**src/rtl/vec_op_sequencer.sv**
```systemverilog
// Sequencer that turns one vector job (two loads, add/mul, one or two stores)
// into a timed CPU command stream with settle NOPs, then pulses done.
module vec_op_sequencer #(
  parameter int WAIT_CYCLES = 1,
  parameter int ADDR_W      = 9
) (
  input  logic              clk,
  input  logic              rst_n,
  input  logic              job_valid,
  output logic              job_ready,
  input  logic              job_mul,
  input  logic              job_store_hi,
  input  logic [ADDR_W-1:0] job_src1,
  input  logic [ADDR_W-1:0] job_src2,
  input  logic [ADDR_W-1:0] job_dst,
  output logic [2:0]        instruction,
  output logic [1:0]        reg_addr,
  output logic [ADDR_W-1:0] mem_address,
  output logic              busy,
  output logic              done
);

  localparam logic [2:0] OP_LOAD  = 3'b000;
  localparam logic [2:0] OP_STORE = 3'b001;
  localparam logic [2:0] OP_ADD   = 3'b010;
  localparam logic [2:0] OP_MUL   = 3'b011;
  localparam logic [2:0] OP_NOP   = 3'b101;

  // Counter holds the wait cycles remaining after the current one, so a
  // *_W state lasts exactly WAIT_CYCLES cycles.
  localparam logic [3:0] WC_INIT = (WAIT_CYCLES > 0) ? 4'(WAIT_CYCLES - 1) : 4'd0;
  localparam bit         NO_WAIT = (WAIT_CYCLES == 0);

  typedef enum logic [3:0] {
    IDLE, LD1, LD1_W, LD2, LD2_W, EXEC, EX_W, ST_LO, ST_HI, DONE
  } state_t;

  state_t            state, state_next;
  logic [3:0]        wc, wc_next;
  logic              mul_q, store_hi_q;
  logic [ADDR_W-1:0] src2_q, dst_q;

  assign job_ready = (state == IDLE);
  assign busy      = (state != IDLE);

  always_comb begin
    state_next = state;
    wc_next    = (wc != 4'd0) ? wc - 4'd1 : 4'd0;
    case (state)
      IDLE:  if (job_valid) state_next = LD1;
      LD1:   begin state_next = NO_WAIT ? LD2 : LD1_W; wc_next = WC_INIT; end
      LD1_W: if (wc == 4'd0) state_next = LD2;
      LD2:   begin state_next = NO_WAIT ? EXEC : LD2_W; wc_next = WC_INIT; end
      LD2_W: if (wc == 4'd0) state_next = EXEC;
      EXEC:  begin state_next = NO_WAIT ? ST_LO : EX_W; wc_next = WC_INIT; end
      EX_W:  if (wc == 4'd0) state_next = ST_LO;
      ST_LO: state_next = store_hi_q ? ST_HI : DONE;
      ST_HI: state_next = DONE;
      DONE:  state_next = IDLE;
      default: state_next = IDLE;
    endcase
  end

  always_ff @(posedge clk) begin
    if (!rst_n) begin
      state       <= IDLE;
      wc          <= 4'd0;
      mul_q       <= 1'b0;
      store_hi_q  <= 1'b0;
      src2_q      <= '0;
      dst_q       <= '0;
      instruction <= OP_NOP;
      reg_addr    <= 2'b00;
      mem_address <= '0;
      done        <= 1'b0;
    end else begin
      state <= state_next;
      wc    <= wc_next;
      if (state == IDLE && job_valid) begin
        mul_q      <= job_mul;
        store_hi_q <= job_store_hi;
        src2_q     <= job_src2;
        dst_q      <= job_dst;
      end
      instruction <= OP_NOP;
      reg_addr    <= 2'b00;
      mem_address <= '0;
      done        <= 1'b0;
      // Outputs are decoded from the upcoming state; LD1 reads src1 straight
      // from the port because it is issued on the accept edge itself.
      case (state_next)
        LD1:   begin instruction <= OP_LOAD;  reg_addr <= 2'b00; mem_address <= job_src1; end
        LD2:   begin instruction <= OP_LOAD;  reg_addr <= 2'b01; mem_address <= src2_q; end
        EXEC:  instruction <= mul_q ? OP_MUL : OP_ADD;
        ST_LO: begin instruction <= OP_STORE; reg_addr <= 2'b11; mem_address <= dst_q; end
        ST_HI: begin instruction <= OP_STORE; reg_addr <= 2'b10; mem_address <= dst_q + ADDR_W'(1); end
        DONE:  done <= 1'b1;
        default: ;
      endcase
    end
  end

endmodule
```
**config.mk**
```make
export PLATFORM = sky130hd
export DESIGN_NAME = vec_op_sequencer
export DESIGN_NICKNAME = d
export VERILOG_FILES = /design/src/rtl/vec_op_sequencer.sv
export SDC_FILE = /design/constraint.sdc
export NUM_CORES = 1
export LEC_CHECK = 0
export ABC_AREA = 1
export BUFFER_PORTS_ARGS = -buffer_cell sky130_fd_sc_hd__buf_2
export CAP_MARGIN = 30
export CORE_ASPECT_RATIO = 1.5
export CORE_MARGIN = 2
export CORE_UTILIZATION = 40
export CTS_CLUSTER_DIAMETER = 100
export DETAILED_ROUTE_END_ITERATION = 10
export GPL_TIMING_DRIVEN = 0
export SLEW_MARGIN = 20
export SYNTH_ARGS = -nofsm -noshare
export SYNTH_HDL_FRONTEND = slang
export SYNTH_SLANG_ARGS = --single-unit
```
**constraint.sdc**
```tcl
create_clock -name clk -period 1.9 [get_ports clk]
set_input_delay 0.19 -clock clk [delete_from_list [all_inputs] [get_ports clk]]
set_output_delay 0.19 -clock clk [all_outputs]
set_load 0.02 [all_outputs]
```
==> results of run 1 <==
## sequential cells by signal, summed over array words and instances (netlist names)
name / flops
dst_q: 9
done: 1
instruction: 3
src2_q: 9
reg_addr: 2
state: 4
mul_q: 1
wc: 4
mem_address: 9
store_hi_q: 1
## area by class of cell
| class | instances | area share, % |
|---|---|---|
| inverters | 47 | 7.10 |
| repair buffers | 48 | 9.67 |
| flip-flops and latches | 43 | 34.7 |
| multi-input cells | 187 | 39.7 |
| clock inverters | 3 | 0.605 |
| well taps | 68 | 3.43 |
| plain buffers | 8 | 2.07 |
| clock buffers | 5 | 2.77 |
## critical path: stages (launching register included)
cell	delay (ps)
dfxtp_1	330
inv_1	50
ha_1	220
nand2_1	170
nand2_2	180
nand2_1	140
buf_6	150
inv_1	70
nand2_1	60
nand3_1	70
nand2_1	60
inv_1	30
## where the power goes
part / leakage (nW) / total, mW / switching (mW) / internal, mW
clock: 0.0477 / 0.567 / 0.315 / 0.252
combinational: 0.828 / 0.491 / 0.315 / 0.176
sequential: 0.352 / 1.04 / 0.0540 / 0.984
total: 1.23 / 2.10 / 0.684 / 1.41
## logic make-up (layout without fill, tap and decap cells)
logic type	Yosys count	in the layout
flops	43	43
simple gates	128	128
buf+inv	55	111
xor+xnor	4	4
compound gates	53	53
fa+ha+maj	2	2
## synth_stat cells, drive strengths merged
library cell	instances	area share, %
a21oi	28	6.8
buf	6	2.1
clkbuf	2	0.36
dfxtp	43	41
ha	2	1.2
inv	47	8.5
nand2	64	12
nand3	35	10
nand3b	1	0.36
nand4	3	0.90
nor2	21	5.3
nor3	3	1.8
o211a	1	0.48
o211ai	1	0.36
o21ai	23	5.5
or2	1	0.30
xor2	4	1.7
## metal layers
metal,GRT usage (%),part of all wire (%),up-vias
met5,0,0,-
met4,7.59,2.0,0
met3,2.58,4.0,9
met2,31.7,50,42
met1,20.0,44,823
li1,-,-,1022
## path summary, 6_finish.rpt
kind,to,slack (ps),depth (start not counted)
max reg2reg,mem_address[2],250,11
min reg2reg,wc[0],420,1
min,src2_q[0],130,3
max,mem_address[2],250,11
## stage by stage
stage	worst slack [ps]	util [%]	instances	power (mW)	cell area [µm²]
floorplan	454	-	285	1.40	2070
global placement	278	47.2	401	1.55	2400
detailed placement	256	47.2	401	1.56	2400
CTS	246	48.8	409	2.13	2480
global route	79.8	48.8	409	2.24	2480
finish	251	48.8	409	2.10	2480
==> metrics.yaml, run 1 <==
status:
  status: "completed"
worst_setup_path:
  r2r_start: "wc[0]"
  required_ps: 2100
  crit_fanout: 10
  path_class: "reg2reg"
  cp-end-kind: "flip-flop"
  arrival_ps: 1850
  start_kind: "flip-flop"
  crit_start: "wc[0]"
timing:
  relSlewSlack_pct: 67.0
  final_hold_viol_count: 0
  rsz0062_at_grt: "no"
  skew_ps: 7.16
  worst_pin_slew_ps: 496
  setup_viol: 0
  fmax_ghz: 0.607
  drv_slew: 0
  tns_ps: 0
  layout_min_cycle_time_ps: 1650
  whs_ps: 133
  fin_crit_sh_pct: 86.8
synthesis:
  synth_fa_ha_area_share_pct: 1.21
  yosys_warnings: 0
  synth_mux_area_share_pct: 0
  synth_top_family_by_area: "simple AND/OR/NAND/NOR gates"
  syn-cell-area_um2: 2070
  ys_types: 30
  synth_compound_area_share_pct: 13.1
  avgSynthCellArea_um2: 7.28
  synth-simple-area-share_pct: 31.5
  ys_seq_elements: 43
  synth_xor_area_share_pct: 1.69
  syn_nets: 319
  yosysSeqAreaShare_pct: 41.5
  synth_cells: 285
clocking:
  worstSkewPairLatency_ps: 290
  cts_resized: 0
  cts_root_buf: "clkbuf_8"
  cts_num_sinks: 43
  path_clk_slew_ps: 80
  ctsHoldBuffers: 0
  tritoncts: "done"
  numCtsBuffers: 5
  clockBufferDepth: 2
  h-tree-depth: 2
  post_cts_buffers: 0
layout:
  multiInputGateArea_um2: 986
  area_growth_pct: 19.7
  regArea_um2: 861
  layout_common_cells: "nand2_1, buf_2, dfxtp_1"
  drive_gt1_share_pct: 24.9
  final_net_count: 374
  diodes: 0
  final_common_cell: "nand2_1"
  num-fill-cells: 575
floorplan:
  io_pins: 49
  coreArea_um2: 5080
  start_util_pct: 40.8
  rows: 32
  die_w_um: 62.8
  die-height_um: 92.2
  die-area_um2: 5790
placed_design:
  io_buffers: 48
  place_hpwl_mm: 3.57
  gp_congestion: 0.835
drt:
  drt-initial-drc-count: 42
  drc: 0
  vias_per_cell: 4.64
  wl_mm: 4.65
  post_drt_wl_per_cell_um: 11.4
  drtAntennaViolNets: 0
  via_count: 1896
  drt_pre_antenna_iters: 4
global_route:
  grt_pass1_vias: 1753
  grt_pass1_wl_mm: 7.97
  grt_usage_pct: 17.4
  grt_max_degree: 14
  antenna_found_initial: 0
  grt-ovfl-total: 0
power:
  irDropWorstVdd_v: 0.000412
  powerDensity_nw_per_um2: 844
  power_leakage_nw: 1.23
worst_hold_path:
  min_from: "job_src2[0]"
  min-delay-path-class: "in2reg"
job:
  cap_violations: 0
(Power assumes the default switching activity.)
==> inputs of run 2 (changes only) <==
--- a/config.mk
+++ b/config.mk
@@ -10,10 +10,10 @@
 export CAP_MARGIN = 30
 export CORE_ASPECT_RATIO = 1.5
 export CORE_MARGIN = 2
-export CORE_UTILIZATION = 40
+export CORE_UTILIZATION = 53
 export CTS_CLUSTER_DIAMETER = 100
 export DETAILED_ROUTE_END_ITERATION = 10
-export GPL_TIMING_DRIVEN = 0
+export PLACE_DENSITY = 0.79
 export SLEW_MARGIN = 20
 export SYNTH_ARGS = -nofsm -noshare
 export SYNTH_HDL_FRONTEND = slang
==> constraint.sdc (replaced) <==
create_clock -name clk -period 1.7 [get_ports clk]
set_input_delay 0.17 -clock clk [delete_from_list [all_inputs] [get_ports clk]]
set_output_delay 0.17 -clock clk [all_outputs]
set_load 0.02 [all_outputs]
==> run 2 against run 1 <==
Against the previous run:
- sequential cell count did not move
- critical path depth decreased by 4
- worst hold slack got worse by 25 ps
- die area decreased by 23%
- critical endpoint is now instruction[0]
- largest cell class unchanged
==> metrics.yaml, run 2 (synthesis results as in run 1) <==
drt:
  drtAntennaViolNets: 0  # unchanged
  wl_mm: 4.45  # was 4.65 mm
  vias_per_cell: 5.07  # was 4.64
  drt_pre_antenna_iters: 4  # unchanged
  drt-initial-drc-count: 28  # was 42
  drc: 0  # unchanged
  via_count: 1930  # was 1896
  post_drt_wl_per_cell_um: 11.7  # was 11.4 µm
placed_design:
  placed_cells: 373  # was 401
  dpl_worst_slack_ps: 71.9  # was 256 ps
  place_hpwl_mm: 3.26  # was 3.57 mm
  io_buffers: 48  # unchanged
  gp_congestion: 0.866  # was 0.835
power:
  irDropWorstVdd_v: 0.00104  # was 0.000412 V
  power_leakage_nw: 1.24  # was 1.23 nW
  powerDensity_nw_per_um2: 1060  # was 844 nW/µm²
  power.switching_mw: 0.760  # was 0.684 mW
  clkPwrFrac_pct: 35.5  # was 27.0%
  sw_frac_of_total_pct: 28.8  # was 32.6%
  intPower_mw: 1.88  # was 1.41 mW
  seqPwrFrac_pct: 44.0  # was 49.5%
  pwr-share-comb_pct: 20.5  # was 23.4%
global_route:
  grt_pass1_wl_mm: 7.53  # was 7.97 mm
  antenna_found_initial: 0  # unchanged
  grt_usage_pct: 23.4  # was 17.4%
  grt_pass1_vias: 1787  # was 1753
  grt_max_degree: 25  # was 14
  grt-ovfl-total: 0  # unchanged
worst_setup_path:
  cp-end-kind: "flip-flop"  # unchanged
  required_ps: 1880  # was 2100 ps
  path_cells: "inv_2 -> nor2_2 -> nand2_1 -> nand2_2 -> nand3_2 -> nand4_1 -> nand3_1"  # was inv_1 -> ha_1 -> nand2_1 -> nand2_2 -> nand2_1 -> buf_6 -> inv_1 -> nand2_1 -> nand3_1 -> nand2_1 -> inv_1
  crit_start: "state[2]"  # was wc[0]
  r2r_start: "state[2]"  # was wc[0]
  start_kind: "flip-flop"  # unchanged
  slowest_stage: "dfxtp_1"  # unchanged
  crit_path_max_incr_delay_ps: 470  # was 330 ps
  crit_fanout: 10  # unchanged
  arrival_ps: 1700  # was 1850 ps
  path_class: "reg2reg"  # unchanged
clocking:
  cts_root_buf: "clkbuf_8"  # unchanged
  ctsHoldBuffers: 0  # unchanged
  clockBufferDepth: 2  # unchanged
  numCtsBuffers: 5  # unchanged
  cts_num_sinks: 43  # unchanged
  h-tree-depth: 2  # unchanged
  post_cts_buffers: 0  # unchanged
  worstSkewPairLatency_ps: 300  # was 290 ps
  path_clk_slew_ps: 80  # about the same
  tritoncts: "done"  # unchanged
floorplan:
  rows: 27  # was 32
  die-area_um2: 4440  # was 5790 µm²
  start_util_pct: 55.8  # was 40.8%
  coreArea_um2: 3720  # was 5080 µm²
  die_w_um: 55.1  # was 62.8 µm
  die-height_um: 80.6  # was 92.2 µm
  io_pins: 49  # unchanged
layout:
  largestRegisters: "dst_q: 9 flops, mem_address: 9 flops, src2_q: 9 flops"  # unchanged
  area_growth_pct: 20.1  # was 19.7%
  final_net_count: 371  # was 374
  final_common_cell: "nand2_1"  # unchanged
  diodes: 0  # unchanged
  final_util_pct: 67.1  # was 48.8%
  instances_no_fill: 381  # was 409
  drive_gt1_share_pct: 25.4  # was 24.9%
  layout_common_cells: "nand2_1, buf_2, dfxtp_1"  # unchanged
timing:
  relSlewSlack_pct: 66.5  # was 67.0%
  tns_ps: 0  # unchanged
  setup_viol: 0  # unchanged
  layout_min_cycle_time_ps: 1520  # was 1650 ps
  layout_setup_ws_ps: 182  # was 251 ps
  drv_slew: 0  # unchanged
  skew_ps: 4.84  # was 7.16 ps
  worst_pin_slew_ps: 502  # was 496 ps
  final_hold_viol_count: 0  # unchanged
  whs_ps: 109  # was 133 ps
  rsz0062_at_grt: "no"  # unchanged
  fmax_ghz: 0.659  # was 0.607 GHz
  fin_crit_sh_pct: 89.3  # was 86.8%
worst_hold_path:
  min_from: "job_src2[8]"  # was job_src2[0]
  min-delay-path-class: "in2reg"  # unchanged
status:
  status: "completed"  # unchanged
job:
  cap_violations: 0  # unchanged
-- run 2: cell types whose count changed in the layout (fill, tap and decap cells not counted), sizes merged --
cell | before | now
buf | 54 | 53
clkinv | 3 | 0
bufinv | 0 | 2
clkbuf | 7 | 6
-- run 2: metrics by stage --
stage | power (mW) | area (µm²)
2_1_floorplan | 1.57 | 2070
3_3_place_gp | 1.71 | 2350
3_5_place_dp | 1.72 | 2350
4_1_cts | 2.65 | 2490
5_1_grt | 2.77 | 2490
6_report | 2.64 | 2490
-- run 2: final timing paths --
path | to | slack [ps] | cells past startpoint
setup / recovery | instruction[0] | 180 | 7
hold reg to reg | wc[0] | 420 | 1
setup reg to reg | instruction[0] | 180 | 7
hold / removal | src2_q[8] | 110 | 3
-- run 2: cell type report --
cell class | count | area (µm²)
clock buffers | 6 | 72.6
clock inverters | 2 | 60.1
fillers | 348 | 1220
inverters | 47 | 176
multi-input cells | 187 | 991
flip-flops and latches | 43 | 861
well taps | 43 | 53.8
repair buffers | 53 | 278
-- run 2: per-layer routing --
metal  wire [µm]  global-route usage (%)  vias to the layer above  part of all wire (%)
met2        2250                    39.2                       47                    51
li1            -                       -                     1017                     -
met4         121                    12.2                        0                   2.7
met1        1880                    26.1                      857                    42
met5           0                       0                        -                     0
met3         199                    5.95                        9                   4.5
-- run 2: power by group through the flow --
stage	Sequential [mW]	Combinational [mW]	Clock [mW]
detailed placement	1.18	0.541	0
finish	1.16	0.542	0.936
global placement	1.18	0.533	0
CTS	1.16	0.548	0.941
global route	1.17	0.612	0.990
floorplan	1.21	0.363	0
-- run 2: repair_timing --
action                                  CTS  global route
resized for setup                         0             3
endpoints found under the setup margin    0            11
endpoints found under the hold margin     0             0
-- run 2: critical path, delay by kind of cell (launching register included) --
kind	cells	cell delay, ps
buf+inv	1	110
flops	1	470
simple gates	6	810
==> inputs of run 3 (changes only) <==
--- a/config.mk
+++ b/config.mk
@@ -8,12 +8,14 @@
 export ABC_AREA = 1
 export BUFFER_PORTS_ARGS = -buffer_cell sky130_fd_sc_hd__buf_2
 export CAP_MARGIN = 30
+export CELL_PAD_IN_SITES_DETAIL_PLACEMENT = 1
+export CELL_PAD_IN_SITES_GLOBAL_PLACEMENT = 1
 export CORE_ASPECT_RATIO = 1.5
 export CORE_MARGIN = 2
-export CORE_UTILIZATION = 53
+export CORE_UTILIZATION = 38
 export CTS_CLUSTER_DIAMETER = 100
 export DETAILED_ROUTE_END_ITERATION = 10
-export PLACE_DENSITY = 0.79
+export PLACE_DENSITY_LB_ADDON = 0.1
 export SLEW_MARGIN = 20
 export SYNTH_ARGS = -nofsm -noshare
 export SYNTH_HDL_FRONTEND = slang
==> run 3 against run 2 <==
Against the previous run:
- cell count increased by 7.6%
- largest cell class unchanged
- clock skew about the same
- worst hold slack improved by 11 ps
- critical path type unchanged
==> metrics.yaml, run 3 (synthesis results as in run 1) <==
layout:
  multiInputGateArea_um2: 993  # was 991 µm²
  num-fill-cells: 746  # was 348
  final_common_cell: "nand2_1"  # unchanged
  diodes: 0  # unchanged
  regArea_um2: 861  # unchanged
  drive_gt1_share_pct: 25.9  # was 25.4%
  layout_common_cells: "nand2_1, buf_2, dfxtp_1"  # unchanged
  largestRegisters: "dst_q: 9 flops, mem_address: 9 flops, src2_q: 9 flops"  # unchanged
  area_growth_pct: 20.1  # unchanged
  final_util_pct: 46.4  # was 67.1%
  final_net_count: 373  # was 371
timing:
  fin_crit_sh_pct: 92.7  # was 89.3%
  setup_viol: 0  # unchanged
  fmax_ghz: 0.635  # was 0.659 GHz
  tns_ps: 0  # unchanged
  skew_ps: 5.30  # was 4.84 ps
  drv_slew: 0  # unchanged
  layout_min_cycle_time_ps: 1580  # was 1520 ps
  worst_pin_slew_ps: 428  # was 502 ps
  rsz0062_at_grt: "no"  # unchanged
  relSlewSlack_pct: 71.4  # was 66.5%
  final_hold_viol_count: 0  # unchanged
global_route:
  grt-ovfl-total: 0  # unchanged
  use_met2_pct: 37.7  # was 39.2%
  grt_max_degree: 25  # unchanged
  grt_usage_pct: 19.7  # was 23.4%
  busiest_layer: "met2"  # unchanged
  grt_pass1_vias: 2036  # was 1787
  grt_pass1_wl_mm: 9.13  # was 7.53 mm
  grt_util_met1_pct: 20.0  # was 26.1%
  grt_use_met3_pct: 4.53  # was 5.95%
  antenna_found_initial: 0  # unchanged
worst_setup_path:
  start_kind: "flip-flop"  # unchanged
  cp-end-kind: "flip-flop"  # unchanged
  required_ps: 1950  # was 1880 ps
  arrival_ps: 1820  # was 1700 ps
  crit_fanout: 8  # was 10
  path_class: "reg2reg"  # unchanged
floorplan:
  start_util_pct: 38.6  # was 55.8%
  coreArea_um2: 5370  # was 3720 µm²
  io_pins: 49  # unchanged
  die-area_um2: 6080  # was 4440 µm²
  die_w_um: 64.3  # was 55.1 µm
  rows: 33  # was 27
  die-height_um: 94.5  # was 80.6 µm
drt:
  post_drt_wl_per_cell_um: 13.4  # was 11.7 µm
  via_count: 2001  # was 1930
  drc: 0  # unchanged
  vias_per_cell: 4.88  # was 5.07
  drt-initial-drc-count: 71  # was 28
  wl_mm: 5.49  # was 4.45 mm
  drt_pre_antenna_iters: 3  # was 4
  drtAntennaViolNets: 0  # unchanged
placed_design:
  io_buffers: 48  # unchanged
  gp_congestion: 0.919  # was 0.866
  place_hpwl_mm: 4.37  # was 3.26 mm
clocking:
  h-tree-depth: 2  # unchanged
  clockBufferDepth: 2  # unchanged
  ctsHoldBuffers: 0  # unchanged
  numCtsBuffers: 5  # unchanged
  path_clk_slew_ps: 80  # about the same
  worstSkewPairLatency_ps: 300  # about the same
  post_cts_buffers: 0  # unchanged
  cts_root_buf: "clkbuf_8"  # unchanged
  tritoncts: "done"  # unchanged
  cts_num_sinks: 43  # unchanged
power:
  irDropWorstVdd_v: 0.000434  # was 0.00104 V
  power.switching_mw: 0.770  # was 0.760 mW
  pwr-share-comb_pct: 23.9  # was 20.5%
  clkPwrFrac_pct: 26.8  # was 35.5%
  seqPwrFrac_pct: 49.3  # was 44.0%
  powerDensity_nw_per_um2: 945  # was 1060 nW/µm²
  power_leakage_nw: 1.23  # was 1.24 nW
  sw_frac_of_total_pct: 32.7  # was 28.8%
  intPower_mw: 1.59  # was 1.88 mW
status:
  status: "completed"  # unchanged
worst_hold_path:
  min-delay-path-class: "in2reg"  # unchanged
job:
  cap_violations: 0  # unchanged
run 3: cell count changes in the layout (fill, tap and decap cells not counted):
cell / previous run / this run
clkbuf_1: 1 / 2
buf_4: 5 / 7
bufinv_16: 2 / 0
clkinv_2: 0 / 1
o21ai_1: 6 / 5
nor2_1: 16 / 15
nor2_2: 3 / 4
o21ai_0: 17 / 18
run 3: metrics by stage:
step / cell area, µm² / total power [mW] / worst slack, ps / std cells / hold slack, ps
floorplan: 2070 / 1.57 / 254 / 285 / 308
global placement: 2400 / 1.75 / 42.7 / 402 / 406
detailed placement: 2400 / 1.76 / 12.7 / 402 / 415
CTS: 2490 / 2.40 / 31.2 / 410 / 117
global route: 2490 / 2.52 / 0.389 / 410 / 119
finish: 2490 / 2.36 / 124 / 410 / 120
run 3: what timing repair did:
item                                    4_1_cts  5_1_grt
hold endpoints to repair                      0        0
pin swaps                                     0        0
resized for setup                             1        2
endpoints found under the setup margin        2        3
run 3: per-layer routing:
metal | share of wire (%) | up-vias
li1 | - | 1016
met1 | 40 | 942
met2 | 55 | 33
met3 | 3.0 | 10
met4 | 1.8 | 0
met5 | 0 | -
run 3: layout make-up:
type | count | share of cell area [%]
inverter | 47 | 7.08
multi-input combinational | 187 | 39.9
timing repair buffer | 55 | 11.7
sequential | 43 | 34.5
tap | 70 | 3.51
clock inverter | 1 | 0.201
clock buffer | 7 | 3.06
run 3: power groups by stage:
stage               logic [mW]  registers, mW  clock network (mW)
floorplan                0.363           1.21                   0
global placement         0.564           1.18                   0
detailed placement       0.571           1.19                   0
CTS                      0.574           1.16               0.662
global route             0.640           1.17               0.707
finish                   0.563           1.16               0.632
run 3: worst paths after layout:
path,from,end,slack (ps),cells past startpoint
max,wc[0],mem_address[2],120,11
min,job_dst[1],dst_q[1],120,3
max reg2reg,wc[0],mem_address[2],120,11
min reg2reg,wc[0],wc[0],420,1
run 3: critical path, cell delays in order, from the launching register on:
cell and delay [ps]:
dfxtp_1 320, inv_1 70, ha_1 210, nand2_2 110, nand2_2 90, buf_4 180, nand2_4 80, o21ai_0 170
inv_1 80, nand3_1 110, nand2_1 60, inv_1 50
